## config.mk

```make
export PLATFORM = sky130hd
export DESIGN_NAME = fnv_hash_arbiter
export DESIGN_NICKNAME = d
export VERILOG_FILES = /design/src/rtl/fnv_pkg.sv /design/src/rtl/fnv1a_step.sv /design/src/rtl/fnv_hash_arbiter.sv
export SDC_FILE = /design/constraint.sdc
export NUM_CORES = 1
export LEC_CHECK = 0
export BUFFER_PORTS_ARGS = -buffer_cell sky130_fd_sc_hd__buf_2
export CELL_PAD_IN_SITES_DETAIL_PLACEMENT = 1
export CELL_PAD_IN_SITES_GLOBAL_PLACEMENT = 1
export CORE_AREA = 2 2 151 153
export DETAILED_ROUTE_END_ITERATION = 16
export DIE_AREA = 0 0 153 155
export GPL_TIMING_DRIVEN = 0
export HOLD_SLACK_MARGIN = 0.05
export PLACE_DENSITY_LB_ADDON = 0.25
export SKIP_LAST_GASP = 1
export SYNTH_ARGS = -nofsm -noshare
export SYNTH_HDL_FRONTEND = slang
export SYNTH_SLANG_ARGS = --single-unit
```

## constraint.sdc

```tcl
create_clock -name clk -period 7.29 [get_ports clk]
set_input_delay 1.458 -clock clk [delete_from_list [all_inputs] [get_ports clk]]
set_output_delay 1.458 -clock clk [all_outputs]
set_load 0.005 [all_outputs]
```

## src/rtl/fnv_pkg.sv

```systemverilog
// Shared constants for the FNV-1a 32-bit hasher: hash and length widths,
// offset basis, prime, and the saturating length increment.
package fnv_pkg;

    localparam int HASH_W = 32;
    localparam int LEN_W  = 16;

    localparam logic [HASH_W-1:0] FNV_OFFSET_BASIS_32 = 32'h811C9DC5;
    localparam logic [HASH_W-1:0] FNV_PRIME_32        = 32'h01000193;

    localparam logic [LEN_W-1:0] LEN_MAX = {LEN_W{1'b1}};

    // Message lengths stick at all-ones rather than wrapping.
    function automatic logic [LEN_W-1:0] satInc(input logic [LEN_W-1:0] len);
        return (len == LEN_MAX) ? LEN_MAX : len + 1'b1;
    endfunction

endpackage

```

## src/rtl/fnv1a_step.sv

```systemverilog
// One FNV-1a byte step: xor the byte into the low bits, then multiply by the prime.
module fnv1a_step
    import fnv_pkg::*;
#(
    parameter logic [HASH_W-1:0] PRIME = FNV_PRIME_32
) (
    input  logic [HASH_W-1:0] i_hash,
    input  logic [7:0]        i_byte,
    output logic [HASH_W-1:0] o_hash
);

    logic [HASH_W-1:0] w_mixed;

    assign w_mixed = i_hash ^ {{(HASH_W-8){1'b0}}, i_byte};

    // The standard prime 0x01000193 reduces to shifts: 2^24 + 2^8 + 2^7 + 2^4 + 2^1 + 1.
    generate
        if (PRIME == FNV_PRIME_32) begin : g_shiftAdd
            assign o_hash = (w_mixed << 24) + (w_mixed << 8) + (w_mixed << 7)
                          + (w_mixed << 4) + (w_mixed << 1) + w_mixed;
        end else begin : g_multiply
            assign o_hash = w_mixed * PRIME;
        end
    endgenerate

endmodule

```

## src/rtl/fnv_hash_arbiter.sv

```systemverilog
// Round-robin arbiter sharing one FNV-1a step between two byte-stream requesters,
// each with its own running hash and length; emits a digest record on the last byte.
module fnv_hash_arbiter
    import fnv_pkg::*;
#(
    parameter logic [HASH_W-1:0] OFFSET_BASIS = FNV_OFFSET_BASIS_32,
    parameter logic [HASH_W-1:0] FNV_PRIME    = FNV_PRIME_32
) (
    input  logic              clk,
    input  logic              rst,
    input  logic [1:0]        req_valid,
    input  logic [15:0]       req_data,
    input  logic [1:0]        req_last,
    input  logic [1:0]        req_clear,
    output logic [1:0]        req_ready,
    output logic              dig_valid,
    output logic              dig_id,
    output logic [HASH_W-1:0] digest,
    output logic [LEN_W-1:0]  dig_len
);

    logic [HASH_W-1:0] r_hash [2];
    logic [LEN_W-1:0]  r_len  [2];
    logic              r_ptr;
    logic              r_digValid;
    logic              r_digId;
    logic [HASH_W-1:0] r_digest;
    logic [LEN_W-1:0]  r_digLen;

    logic [1:0]        w_elig;
    logic              w_grantAny;
    logic              w_grantId;
    logic [7:0]        w_byte;
    logic              w_last;
    logic [HASH_W-1:0] w_stepOut;
    logic [LEN_W-1:0]  w_lenNext;

    assign w_elig = req_valid & ~req_clear;

    // The pointer side wins when eligible; otherwise the other side may take the slot.
    always_comb begin
        w_grantAny = 1'b0;
        w_grantId  = r_ptr;
        if (w_elig[r_ptr]) begin
            w_grantAny = 1'b1;
            w_grantId  = r_ptr;
        end else if (w_elig[~r_ptr]) begin
            w_grantAny = 1'b1;
            w_grantId  = ~r_ptr;
        end
    end

    assign req_ready = w_grantAny ? (w_grantId ? 2'b10 : 2'b01) : 2'b00;
    assign w_byte    = w_grantId ? req_data[15:8] : req_data[7:0];
    assign w_last    = w_grantId ? req_last[1] : req_last[0];
    assign w_lenNext = satInc(r_len[w_grantId]);

    fnv1a_step #(
        .PRIME (FNV_PRIME)
    ) u_step (
        .i_hash (r_hash[w_grantId]),
        .i_byte (w_byte),
        .o_hash (w_stepOut)
    );

    always_ff @(posedge clk or posedge rst) begin
        if (rst) begin
            for (int i = 0; i < 2; i++) begin
                r_hash[i] <= OFFSET_BASIS;
                r_len[i]  <= '0;
            end
            r_ptr      <= 1'b0;
            r_digValid <= 1'b0;
            r_digId    <= 1'b0;
            r_digest   <= '0;
            r_digLen   <= '0;
        end else begin
            r_digValid <= 1'b0;
            if (w_grantAny) begin
                r_ptr <= ~w_grantId;
                if (w_last) begin
                    r_digValid <= 1'b1;
                    r_digId    <= w_grantId;
                    r_digest   <= w_stepOut;
                    r_digLen   <= w_lenNext;
                end
            end
            // A clear and a finished message both leave the requester ready for a fresh start.
            for (int i = 0; i < 2; i++) begin
                if (req_clear[i] || (w_grantAny && w_grantId == 1'(i) && w_last)) begin
                    r_hash[i] <= OFFSET_BASIS;
                    r_len[i]  <= '0;
                end else if (w_grantAny && w_grantId == 1'(i)) begin
                    r_hash[i] <= w_stepOut;
                    r_len[i]  <= w_lenNext;
                end
            end
        end
    end

    assign dig_valid = r_digValid;
    assign dig_id    = r_digId;
    assign digest    = r_digest;
    assign dig_len   = r_digLen;

endmodule

```

### Word level (Yosys, flattened, before mapping)

Index checks and enable logic that the tools add are counted.

| word-level totals | value |
|---|---|
| register bits | 147 |
| input port bits | 24 |
| output and inout port bits | 52 |

| operators by class | value |
|---|---|
| add/subtract/negate cells | 6 |
| order comparisons | 3 |
| equal/unequal tests | 1 |
| muxes and demuxes | 29 |
| bitwise gates (word level) | 6 |
| reductions and logical operators | 9 |

Operator list:

| operator | number |
|---|---|
| $mux 32 | 7 |
| $add 32x32->32 | 5 |
| $mux 16 | 8 |
| $xor 32x8->32 | 1 |
| $add 16x1->16 const B | 1 |
| $eq 16x16->1 const B | 1 |
| $mux 1 | 11 |
| $mux 8 | 1 |
| $logic_and 1x1->1 | 4 |
| $lt 1x2->1 const B | 2 |
| $mux 2 | 2 |
| $reduce_bool 2->1 | 2 |
| $and 2x2->2 | 1 |
| $ge 2x2->1 const B | 1 |
| $logic_or 1x1->1 | 2 |
| $not 1->1 | 2 |
| $not 1->2 | 1 |
| $not 2->2 | 1 |
| $reduce_and 2->1 | 1 |

### Depth between registers and ports, before layout

Gate-level depths: netlist of run 1.

| depth | value |
|---|---|
| depth in word-level cells | 18 |
| mapped depth | 24 |
| gate-level depth less buffers | 21 |

### Hierarchy

A second synthesis of run 1 with hierarchy kept.

| second synthesis, totals | value |
|---|---|
| cell total of the unflattened synthesis | 1077 |
| area, all modules | 10884.2 µm² |

By module, submodules not included:

| module | times used | cells each | area an instance (µm²) | seq. area each (µm²) |
|---|---|---|---|---|
| fnv_hash_arbiter | 1 | 599 | 6665.1 | 3713.6 |
| fnv1a_step | 1 | 478 | 4219.0 | 0.0 |

### Worst setup path before layout of run 1

OpenSTA, ideal clock, no wires.

| timing | value |
|---|---|
| kind | input port to flip-flop |
| from | input port req_valid[1] |
| to | register r_digest[29], in the netlist digest[29] |
| arrival | 6.548 ns |
| path slack | 0.618 ns |
| stages | 21 |
| path buffers | 3 |
| cell sequence | nor2b_1 maj3_2 clkbuf_1 clkbuf_1 clkbuf_1 nand2_1 and2_1 fa_1 fa_1 fa_1 inv_1 ha_1 a211o_1 a21oi_1 o21ai_1 o31ai_4 o211a_1 o211ai_2 a31oi_1 xnor2_1 mux2_2 |

| between the ends | value |
|---|---|
| cells in the longest elaborated chain, start to end | 15 |

RTL lines:

| what | RTL line | RTL |
|---|---|---|
| start, declared | fnv_hash_arbiter.sv:11 | `input logic [1:0] req_valid,` |
| $and 2x2->2 (*) | fnv_hash_arbiter.sv:38 | `assign w_elig = req_valid & ~req_clear;` |
| $mux 1 (implied by the code) (2 in series) | fnv_hash_arbiter.sv:47 | `end else if (w_elig[~r_ptr]) begin` |
| $mux 1 | fnv_hash_arbiter.sv:47 |  |
| $mux 1 | fnv_hash_arbiter.sv:44 | `if (w_elig[r_ptr]) begin` |
| $not 1->2 (implied by the code) | fnv_hash_arbiter.sv:61 | `.i_hash (r_hash[w_grantId]),` |
| $mux 32 (implied by the code) (3 in series) | fnv_hash_arbiter.sv:61 |  |
| $xor 32x8->32 | fnv1a_step.sv:14 | `assign w_mixed = i_hash ^ {{(HASH_W-8){1'b0}}, i_byte};` |
| $add 32x32->32 (2 in series) | fnv1a_step.sv:19 | `assign o_hash = (w_mixed << 24) + (w_mixed << 8) + (w_mixed << 7)` |
| $add 32x32->32 (3 in series) | fnv1a_step.sv:20 | `+ (w_mixed << 4) + (w_mixed << 1) + w_mixed;` |
| end signal, assigned | fnv_hash_arbiter.sv:84 | `r_digest <= w_stepOut;` |
| end, declared | fnv_hash_arbiter.sv:27 | `logic [HASH_W-1:0] r_digest;` |

Mark *: on every way between the ends. The rest lies on a longest branch, timed or not. The select of a mux whose other input is x is not followed.
A chain may end at the register's enable or synchronous reset.

### Final worst setup path of run 1

| timing | value |
|---|---|
| from | input port req_clear[1] |
| to | register r_digest[29], in the netlist digest[29] |

| between the ends | value |
|---|---|
| cells in the longest elaborated chain, start to end | 16 |

RTL lines:

| what | RTL line | RTL |
|---|---|---|
| start, declared | fnv_hash_arbiter.sv:14 | `input logic [1:0] req_clear,` |
| $not 2->2 (*) | fnv_hash_arbiter.sv:38 |  |
| $and 2x2->2 (*) | fnv_hash_arbiter.sv:38 |  |
| $mux 1 (implied by the code) (2 in series) | fnv_hash_arbiter.sv:47 |  |
| $mux 1 | fnv_hash_arbiter.sv:47 |  |
| $mux 1 | fnv_hash_arbiter.sv:44 |  |
| $not 1->2 (implied by the code) | fnv_hash_arbiter.sv:61 |  |
| $mux 32 (implied by the code) (3 in series) | fnv_hash_arbiter.sv:61 |  |
| $xor 32x8->32 | fnv1a_step.sv:14 |  |
| $add 32x32->32 (2 in series) | fnv1a_step.sv:19 |  |
| $add 32x32->32 (3 in series) | fnv1a_step.sv:20 |  |

Marks and branches as above.

==> out/metrics.yaml, run 1 <==
crit_chain: "buf_2 -> nand2b_4 -> maj3_2 -> buf_6 -> buf_4 -> buf_2 -> nand2_1 -> and2_1 -> inv_1 -> ha_1 -> inv_1 -> fa_1 -> fa_1 -> inv_1 -> ha_1 -> a211o_1 -> a21oi_1 -> o21ai_1 -> o31ai_4 -> o211a_1 -> o211ai_2 -> a31oi_1 -> xnor2_1 -> mux2_2"
start_util: 0.469
syn_inst: 1069
cp.arrival_ps: 7330
drv_cap: 0
num-fill-cells: 2564
worstSetupPathType: "primary input to flop"
tightest_slew_ps: 1020
period_needed_ps: 7010
grt_max_degree: 90
async_reset_ff_frac: 1.00
place_ws_ps: -1070
nNetsFinal: 1318
wl_per_cell_um: 20.9
clk_latency_ps: 440
cp_slowest_stage_delay_ps: 540
avgSynthCellArea_um2: 9.76
ys_seq_elements: 147
grt_pass1_wl_um: 49000
rsz0062_at_grt: "yes"
clockRootBuffer: "clkbuf_16"
finalClockSkew_ps: 11.4
grt_pass1_vias: 8870
h-tree-depth: 4
grt-ovfl-total: 0
worstPathRequired_ps: 7610
hold_viol: 0
clk_pin_slew_ps: 60
die_area_um2: 23700
slowest_stage: "fa_1"
drive_above_1_share: 0.151
min_period_over_period: 0.962
cts_tree: "yes"
status: "complete, no violations"
hpwl_um: 23200
crit_fanout: 19
end_kind: "flop"
layout_commonest_cell: "nand2_1"
antenna_found_initial: 0
fin_ws_ps: 279
first_iter_violations: 485
rows: 55
holdCritPathClass: "flop to flop"
drt_pass1_iterations: 5
setup_viol: 0
die_w_um: 153
drv_slew: 0
multi_input_area_um2: 6090
crit_family: "adder cells"
ff_latch_area_um2: 3710
cp_common_cell: "inv_1"
cts_num_sinks: 147
diodes: 0
max_freq_mhz: 143
avgViaCountPerCell: 5.68
syn_nets: 1225
fp.dieH_um: 155
synth_area_um2: 10400
area_delta_synth_final_pct: 13.1
fin_util: 0.531
grt_usage: 0.267
ant_nets: 0
ys.flop_type: "dfrtp_1"
clock_path_buffers: 2
synth_edf_count: 0
wl_um: 30500
seq_area_frac_synth: 0.356
core_um2: 22200
cts_made_buffers: 17
worstSetupStartpointType: "primary input"
synth_warnings: 0
top_level_ports: 76
holdBufCountCts: 0
gp_congestion: 0.870
portBuffers: 75
drcViolationCount: 0
vias: 8289
path_buf_inv: 7
ys_types: 64
final_cell_mix: "nand2_1 (151), inv_1 (122), dfrtp_1 (119)"
relSlewSlack: 0.319
==> synthesized netlist by cell type, types with 3 or more instances <==
| cell | n | area share |
|---|---|---|
| xnor2_1 | 56 | 0.047 |
| o21a_1 | 5 | 0.0036 |
| nor3_1 | 7 | 0.0034 |
| nor2_1 | 69 | 0.025 |
| nor2b_1 | 3 | 0.0018 |
| and3_1 | 5 | 0.0030 |
| a31oi_1 | 11 | 0.0066 |
| dfstp_2 | 28 | 0.071 |
| nand3_1 | 13 | 0.0062 |
| xor2_1 | 28 | 0.024 |
| o22a_1 | 20 | 0.017 |
| nand2_1 | 151 | 0.054 |
| and2_1 | 13 | 0.0078 |
| a21oi_1 | 53 | 0.025 |
| mux2i_1 | 21 | 0.020 |
| o21bai_1 | 10 | 0.0072 |
| maj3_1 | 3 | 0.0029 |
| a21o_1 | 12 | 0.0086 |
| a21oi_4 | 3 | 0.0047 |
| a22o_1 | 55 | 0.046 |
| nand4_1 | 8 | 0.0048 |
| fa_1 | 64 | 0.12 |
| dfrtp_1 | 119 | 0.29 |
| o21ai_0 | 22 | 0.011 |
| o21ai_1 | 9 | 0.0043 |
| inv_1 | 123 | 0.044 |
| mux2_2 | 7 | 0.0076 |
| ha_1 | 68 | 0.082 |
| a211oi_1 | 3 | 0.0022 |
| or2_2 | 3 | 0.0018 |
| clkbuf_1 | 32 | 0.012 |
| buf_2 | 5 | 0.0024 |
==> layout make-up <==
cell class                      count  area share
Multi-Input combinational cell    756       0.516
Sequential cell                   147       0.315
Inverter                          126      0.0405
Clock buffer                       17      0.0360
Timing Repair Buffer               77      0.0348
Tap cell                          285      0.0302
Clock inverter                     15      0.0142
Buffer                             37      0.0139
==> state kept, by name (all words and copies together), names as in the netlist <==
| register | count |
|---|---|
| dig_len | 16 |
| r_hash | 64 |
| r_ptr | 1 |
| dig_id | 1 |
| dig_valid | 1 |
| r_len | 32 |
| digest | 32 |
==> metal layers <==
metal / up-vias / global-route usage / part of all wire
li1: 3786 / - / -
met1: 4289 / 0.356 / 0.44
met2: 181 / 0.467 / 0.50
met3: 33 / 0.0298 / 0.038
met4: 0 / 0.0692 / 0.015
met5: - / 0 / 0
==> logic make-up after synthesis <==
group	share of synthesized area
simple gates	0.117
flops	0.356
buf+inv	0.0617
compound gates	0.156
mux	0.0299
fa+ha+maj	0.209
xor+xnor	0.0705
==> through the flow <==
stage / cell area [um^2] / setup TNS [ps] / instances / hold slack, ps
6_report: 11800 / 0 / 1460 / 457
5_1_grt: 11800 / -8.46 / 1460 / 489
4_1_cts: 11800 / 0 / 1461 / 465
3_5_place_dp: 11200 / -28900 / 1430 / 450
3_3_place_gp: 11200 / -23610 / 1429 / 445
2_1_floorplan: 10400 / 0 / 1069 / 463
==> tightest hold or removal path: cells and delay by family (launching register included) <==
family | cells | cell delay [ps]
and+or+nand+nor | 2 | 90
DFF | 1 | 340
==> timing repair <==
item / in CTS / in global routing
setup endpoints to repair: 33 / 18
pin swaps: 1 / 0
setup buffers: 1 / 0
resized for setup: 3 / 3
==> worst paths after layout <==
kind / endpoint / slack (ps) / cells past startpoint / start
min in group asynchronous: digest[4]$_DFFE_PP0P_ / 1080 / 2 / rst
max in group asynchronous: digest[27]$_DFFE_PP0P_ / 5330 / 3 / rst
max: digest[29]$_DFFE_PP0P_ / 280 / 24 / req_clear[1]
min reg2reg: digest[16]$_DFFE_PP0P_ / 460 / 2 / digest[16]$_DFFE_PP0P_
max reg2reg: digest[29]$_DFFE_PP0P_ / 1100 / 23 / r_ptr$_DFFE_PP0N_
min: digest[16]$_DFFE_PP0P_ / 460 / 2 / digest[16]$_DFFE_PP0P_
Power of run 1 is left out: the tool's default activity adds up to more than one toggle a clock period on the data nets, which glitch-free logic cannot reach.
==> run 2: changes to the inputs <==
--- a/config.mk
+++ b/config.mk
@@ -8,13 +8,14 @@
 export BUFFER_PORTS_ARGS = -buffer_cell sky130_fd_sc_hd__buf_2
 export CELL_PAD_IN_SITES_DETAIL_PLACEMENT = 1
 export CELL_PAD_IN_SITES_GLOBAL_PLACEMENT = 1
-export CORE_AREA = 2 2 151 153
+export CORE_AREA = 2 2 153 155
 export DETAILED_ROUTE_END_ITERATION = 16
-export DIE_AREA = 0 0 153 155
+export DIE_AREA = 0 0 155 157
 export GPL_TIMING_DRIVEN = 0
 export HOLD_SLACK_MARGIN = 0.05
 export PLACE_DENSITY_LB_ADDON = 0.25
 export SKIP_LAST_GASP = 1
 export SYNTH_ARGS = -nofsm -noshare
 export SYNTH_HDL_FRONTEND = slang
+export SYNTH_HIERARCHICAL = 1
 export SYNTH_SLANG_ARGS = --single-unit
==> run 2 against run 1 <==
- final cell count increased by 0.68%
- worst setup slack lost 97 ps
- first-iteration DRC count down 8.2%
- clock skew barely moved
- sequential cell count unchanged
- hold slack better by 3.6 ps
- sequential share of layout area is 1.5 points lower
- non-clock buffer count grew 13
- fmax shrank 1.4%
- register-to-register slack gained 30 ps
- critical path depth shrank 1
- critical endpoint is now digest[31]$_DFFE_PP0P_
==> out/metrics.yaml, run 2 <==
tightest_slew_ps: 791  # -231 ps
ff_latch_area_um2: 3710  # unchanged
hp-start: "digest[15]$_DFFE_PP0P_"
antenna_found_initial: 0  # unchanged
ys_seq_elements: 147  # unchanged
relSlewSlack: 0.473  # +0.154
top_level_ports: 76  # unchanged
setup_viol: 0  # unchanged
end_kind: "flop"
drt_pass1_iterations: 5  # unchanged
drive_above_1_share: 0.208  # +0.0570
fp.dieH_um: 157  # +1.3%
place_ws_ps: -1130  # -65.2 ps
rows: 55  # unchanged
fin_cells: 1470  # +0.68%
layout_commonest_cell: "nand2_1"
wl_per_cell_um: 21.8  # +4.5%
cts_made_buffers: 17  # unchanged
max_freq_mhz: 141  # -1.4%
synth_area_leaders: "dfrtp_1 (27%), fa_1 (14%), ha_1 (6.9%)"
syn_inst: 1077  # +0.75%
cp.arrival_ps: 7480  # +150 ps
clockRootBuffer: "clkbuf_16"
drcViolationCount: 0  # unchanged
cts_num_sinks: 147  # unchanged
synth_edf_count: 0  # unchanged
async_reset_ff_frac: 1.00  # unchanged
avgViaCountPerCell: 5.75  # +1.3%
grt_pass1_vias: 9446  # +6.5%
worstSetupPathType: "primary input to flop"
status: "complete, no violations"
rr_startpoint: "r_ptr$_DFFE_PP0P_"
ant_nets: 0  # unchanged
seq_area_frac_synth: 0.341  # -0.0147
yosys.area.top_type: "dfrtp_1"
drv_cap: 0  # unchanged
holdBufCountCts: 0  # unchanged
start_util: 0.484  # +0.0142
avgSynthCellArea_um2: 10.1  # +3.5%
largest_register_ffs: 64  # unchanged
netlist_top_cells_count: "nand2_1 (150), inv_1 (137), dfrtp_1 (119), fa_1 (78), ha_1 (60)"
area_delta_synth_final_pct: 13.9
die_w_um: 155  # +1.3%
first_iter_violations: 445  # -8.2%
core_um2: 22500  # +1.2%
synth_top_area_share: 0.274  # -0.0118
holdPathEnd: "digest[15]$_DFFE_PP0P_"
rsz0062_at_grt: "no"
ys.flop_type: "dfrtp_1"
nNetsFinal: 1334  # +1.2%
worstSetupStartpointType: "primary input"
final_cell_mix: "nand2_1 (150), inv_1 (136), dfrtp_1 (119)"
multi_input_area_um2: 6560  # +7.8%
wl_um: 32100  # +5.2%
clock_path_buffers: 2  # unchanged
top_register: "r_hash"
place_inst: 1438  # +0.56%
min_delay_path_depth: 2  # unchanged
crit_fanout: 10  # -9
grt-ovfl-total: 0  # unchanged
portBuffers: 75  # unchanged
h-tree-depth: 4  # unchanged
clk_latency_ps: 430  # about the same
grt_max_degree: 81  # -10%
finalClockSkew_ps: 11.8  # +0.361 ps
synth_warnings: 6  # +6
syn_nets: 1239  # +1.1%
ys_types: 72  # +13%
min_period_over_period: 0.975  # +0.0133
hold_viol: 0  # unchanged
clk_pin_slew_ps: 60  # about the same
yosysMostFrequentCell: "nand2_1"
hpwl_um: 24000  # +3.4%
diodes: 0  # unchanged
reg2reg_to: "digest[31]$_DFFE_PP0P_"
grt_usage: 0.278  # +0.0114
cts_tree: "yes"
grt_pass1_wl_um: 52100  # +6.3%
die_area_um2: 24300  # +2.6%
reg2reg_depth: 21  # -8.7%
synth_area_um2: 10900  # +4.3%
period_needed_ps: 7110  # +97.0 ps
drv_slew: 0  # unchanged
fin_ws_ps: 182  # -97.0 ps
holdCritPathClass: "flop to flop"
postCtsSetupBuffers: 0  # -1
worstPathRequired_ps: 7660  # +50 ps
vias: 8451  # +2.0%
r2r_setup_slack_ps: 1130  # +30 ps
gp_congestion: 0.863  # -0.76%
num-fill-cells: 2533  # -1.2%
-- run 2: per-stage QoR --
step / cell area [um^2] / setup TNS (ps) / util / hold slack (ps)
after floorplan: 10900 / 0 / - / 462
after global placement: 11600 / -31440 / 0.516 / 446
after detailed placement: 11600 / -35320 / 0.518 / 450
after CTS: 12300 / 0 / 0.548 / 464
after global routing: 12400 / 0 / 0.551 / 484
final: 12400 / 0 / 0.551 / 461
-- run 2: cell type report --
type / instances / share of cell area
well taps: 285 / 0.0288
multi-input cells: 741 / 0.530
plain buffers: 51 / 0.0204
inverters: 138 / 0.0422
clock inverters: 12 / 0.0108
flip-flops and latches: 147 / 0.300
repair buffers: 76 / 0.0325
clock buffers: 20 / 0.0360
-- run 2: critical path, stage by stage --
cell and delay (ps):
buf_2 130, nor2b_2 210, maj3_2 230, buf_6 130
clkbuf_4 250, buf_4 260, mux2_2 380, xnor2_1 600
inv_1 230, ha_1 340, inv_1 50, fa_1 380
fa_1 530, inv_1 50, ha_1 400, and4_4 210
and3_4 190, a211oi_4 360, o31ai_4 160, o21a_1 220
nor4_4 420, nand2_1 170, nand2_1 100
-- run 2: per-layer routing --
metal	global-route usage	vias up	wire length, um
met2	0.483	207	16100
met3	0.0479	57	1340
met4	0.0961	0	892
li1	-	3836	-
met1	0.353	4351	13700
met5	0	-	0
-- run 2: how the worst max path moves through the flow --
stage / end / from / slack (ps) / cells past startpoint
3_5_place_dp: digest[31]$_DFFE_PP0P_ / req_clear[1] / -1130 / 23
4_1_cts: digest[31]$_DFFE_PP0P_ / req_clear[1] / 50 / 23
6_report: digest[31]$_DFFE_PP0P_ / req_clear[1] / 180 / 23
3_3_place_gp: digest[31]$_DFFE_PP0P_ / req_clear[1] / -1070 / 23
5_1_grt: digest[31]$_DFFE_PP0P_ / req_clear[1] / 60 / 23
2_1_floorplan: r_hash[63]$_DFFE_PP1P_ / req_valid[1] / 610 / 22
-- run 2: kinds of logic after synthesis --
family / Yosys count / share of synthesized area
AND/OR/NAND/NOR: 264 / 0.110
AO/OA/AOI/OAI: 216 / 0.149
buffers and inverters: 189 / 0.0701
flip-flops: 147 / 0.341
adder cells (fa/ha/maj): 139 / 0.213
multiplexers: 68 / 0.0702
XOR/XNOR: 54 / 0.0461
-- run 2: repair_timing --
action | in CTS | in global routing
setup endpoints to repair | 48 | 44
pin swaps | 0 | 1
gates resized for setup | 14 | 11
Power of run 2 is left out for the same reason.
==> run 3: changes to the inputs <==
--- a/config.mk
+++ b/config.mk
@@ -8,9 +8,9 @@
 export BUFFER_PORTS_ARGS = -buffer_cell sky130_fd_sc_hd__buf_2
 export CELL_PAD_IN_SITES_DETAIL_PLACEMENT = 1
 export CELL_PAD_IN_SITES_GLOBAL_PLACEMENT = 1
-export CORE_AREA = 2 2 153 155
+export CORE_AREA = 2 2 166 168
 export DETAILED_ROUTE_END_ITERATION = 16
-export DIE_AREA = 0 0 155 157
+export DIE_AREA = 0 0 168 170
 export GPL_TIMING_DRIVEN = 0
 export HOLD_SLACK_MARGIN = 0.05
 export PLACE_DENSITY_LB_ADDON = 0.25
==> run 3 against run 2 <==
- final area is 0.91% higher
- sequential share of layout area shrank 0.27 points
- final cell count up 3.9%
- non-clock buffer count rose by 2
- global-route usage is 4.0 points lower
- hold slack improved by 1.4 ps
- critical path depth increased by 2
- clock-buffer cell count decreased by 3
- clock skew increased by 4.2 ps
- routed wire length up 0.54%
- die area increased by 17%
==> out/metrics.yaml, run 3 (synthesized netlist as in run 2, its figures left out) <==
antenna_found_initial: 0  # unchanged
reg2reg_to: "digest[31]$_DFFE_PP0P_"
rows: 60  # +9.1%
tightest_slew_ps: 922  # +131 ps
clockRootBuffer: "clkbuf_16"
grt_usage: 0.239  # -0.0397
rsz0062_at_grt: "no"
ff_latch_area_um2: 3710  # unchanged
place_inst: 1494  # +3.9%
largest_register_ffs: 64  # unchanged
tns_ps: 0  # unchanged
holdPathEnd: "digest[25]$_DFFE_PP0P_"
avgViaCountPerCell: 5.45  # -5.2%
drv_cap: 0  # unchanged
grt_max_degree: 76  # -6.2%
hpwl_um: 24700  # +2.9%
fin_cells: 1528  # +3.9%
num-fill-cells: 3006  # +19%
diodes: 0  # unchanged
worstSetupPathType: "primary input to flop"
cts_made_buffers: 17  # unchanged
drcViolationCount: 0  # unchanged
fin_area_um2: 12500  # +0.91%
cp.arrival_ps: 7450  # -30 ps
layout_commonest_cell: "nand2_1"
start_util: 0.408  # -0.0753
gp_congestion: 0.838  # -2.9%
nNetsFinal: 1336  # +0.15%
drt_pass1_iterations: 5  # unchanged
fp.dieH_um: 170  # +8.3%
cts_num_sinks: 147  # unchanged
hold_viol: 0  # unchanged
vias: 8329  # -1.4%
die_area_um2: 28600  # +17%
wl_um: 32300  # +0.54%
period_needed_ps: 7080  # -25.2 ps
status: "complete, no violations"
die_w_um: 168  # +8.4%
relSlewSlack: 0.386  # -0.0874
wl_per_cell_um: 21.1  # -3.3%
clk_latency_ps: 430  # about the same
core_um2: 26700  # +18%
drv_slew: 0  # unchanged
drive_above_1_share: 0.211  # +0.00302
worstSetupStartpointType: "primary input"
place_area_um2: 11700  # +0.60%
clock_path_buffers: 2  # unchanged
first_iter_violations: 549  # +23%
rr_startpoint: "r_ptr$_DFFE_PP0P_"
top_level_ports: 76  # unchanged
holdCritPathClass: "flop to flop"
fin_util: 0.469  # -0.0815
setup_viol: 0  # unchanged
grt-ovfl-total: 0  # unchanged
reg2reg_depth: 23  # +9.5%
worstPathRequired_ps: 7660  # about the same
top_register: "r_hash"
area_delta_synth_final_pct: 14.9
portBuffers: 75  # unchanged
crit_fanout: 16  # +6
cts_tree: "yes"
final_cell_mix: "nand2_1 (150), inv_1 (136), dfrtp_1 (119)"
max_freq_mhz: 141  # +0.36%
end_kind: "flop"
ant_nets: 0  # unchanged
finalClockSkew_ps: 16.0  # +4.18 ps
grt_pass1_wl_um: 52200  # +0.29%
h-tree-depth: 4  # unchanged
clk_pin_slew_ps: 70  # about the same
hp-start: "digest[25]$_DFFE_PP0P_"
r2r_setup_slack_ps: 1140  # about the same
min_period_over_period: 0.972  # -0.00345
multi_input_area_um2: 6590  # +0.40%
holdBufCountCts: 0  # unchanged
min_delay_path_depth: 2  # unchanged
grt_pass1_vias: 9271  # -1.9%
==> run 3: changes by cell type in the layout (fill, tap and decap cells not counted), sizes merged <==
cell,change
buf,+4
clkbuf,-5
inv,+6
clkinv,+3
bufinv,-2
clkinvlp,-4
==> run 3: layout make-up <==
| class | count | area share |
|---|---|---|
| clock inverters | 15 | 0.0115 |
| well taps | 341 | 0.0341 |
| flip-flops and latches | 147 | 0.297 |
| inverters | 138 | 0.0418 |
| plain buffers | 50 | 0.0196 |
| multi-input cells | 741 | 0.527 |
| clock buffers | 17 | 0.0340 |
| repair buffers | 79 | 0.0350 |
==> run 3: worst max-delay path by stage <==
stage	startpoint	end	slack, ps	depth (start not counted)
floorplan	req_valid[1]	r_hash[63]$_DFFE_PP1P_	610	22
global placement	req_clear[1]	digest[31]$_DFFE_PP0P_	-1350	23
detailed placement	req_clear[1]	digest[31]$_DFFE_PP0P_	-1530	23
CTS	req_clear[1]	digest[31]$_DFFE_PP0P_	10	24
global route	req_clear[1]	digest[31]$_DFFE_PP0P_	20	25
finish	req_clear[1]	digest[31]$_DFFE_PP0P_	210	25
==> run 3: worst max-delay path, stage by stage <==
cell and delay (ps):
buf_2 120, nor2b_2 200, maj3_2 230, buf_6 210, buf_6 210, buf_2 300
mux2_2 430, xor2_4 370, ha_1 310, inv_1 170, fa_1 500, fa_1 560
inv_1 50, ha_1 260, buf_4 140, and4_4 270, and3_4 210, a211oi_4 60
buf_12 150, o31ai_4 390, nor4_2 120, nor4_4 270, buf_4 200, nand2_1 120
nand2_1 110
==> run 3: repair_timing <==
item                                    in CTS  in global routing
pin swaps                                    1                  2
endpoints found under the setup margin      51                 22
buffers inserted                             1                  2
resized for setup                           18                  7
hold endpoints to repair                     0                  0
==> run 3: routing by layer <==
| layer | routed length, um | part of all wire | global-route usage |
|---|---|---|---|
| met1 | 14200 | 0.44 | 0.307 |
| met2 | 16500 | 0.51 | 0.426 |
| met3 | 901 | 0.028 | 0.0305 |
| met4 | 679 | 0.021 | 0.0616 |
| met5 | 0 | 0 | 0 |
==> run 3: metrics by stage <==
| stage | hold WS, ps | worst slack, ps |
|---|---|---|
| 2_1_floorplan | 462 | 613 |
| 3_5_place_dp | 452 | -1530 |
| 3_3_place_gp | 445 | -1350 |
| 6_report | 462 | 207 |
| 5_1_grt | 495 | 15.5 |
| 4_1_cts | 467 | 14.0 |
Power of run 3 is left out for the same reason.
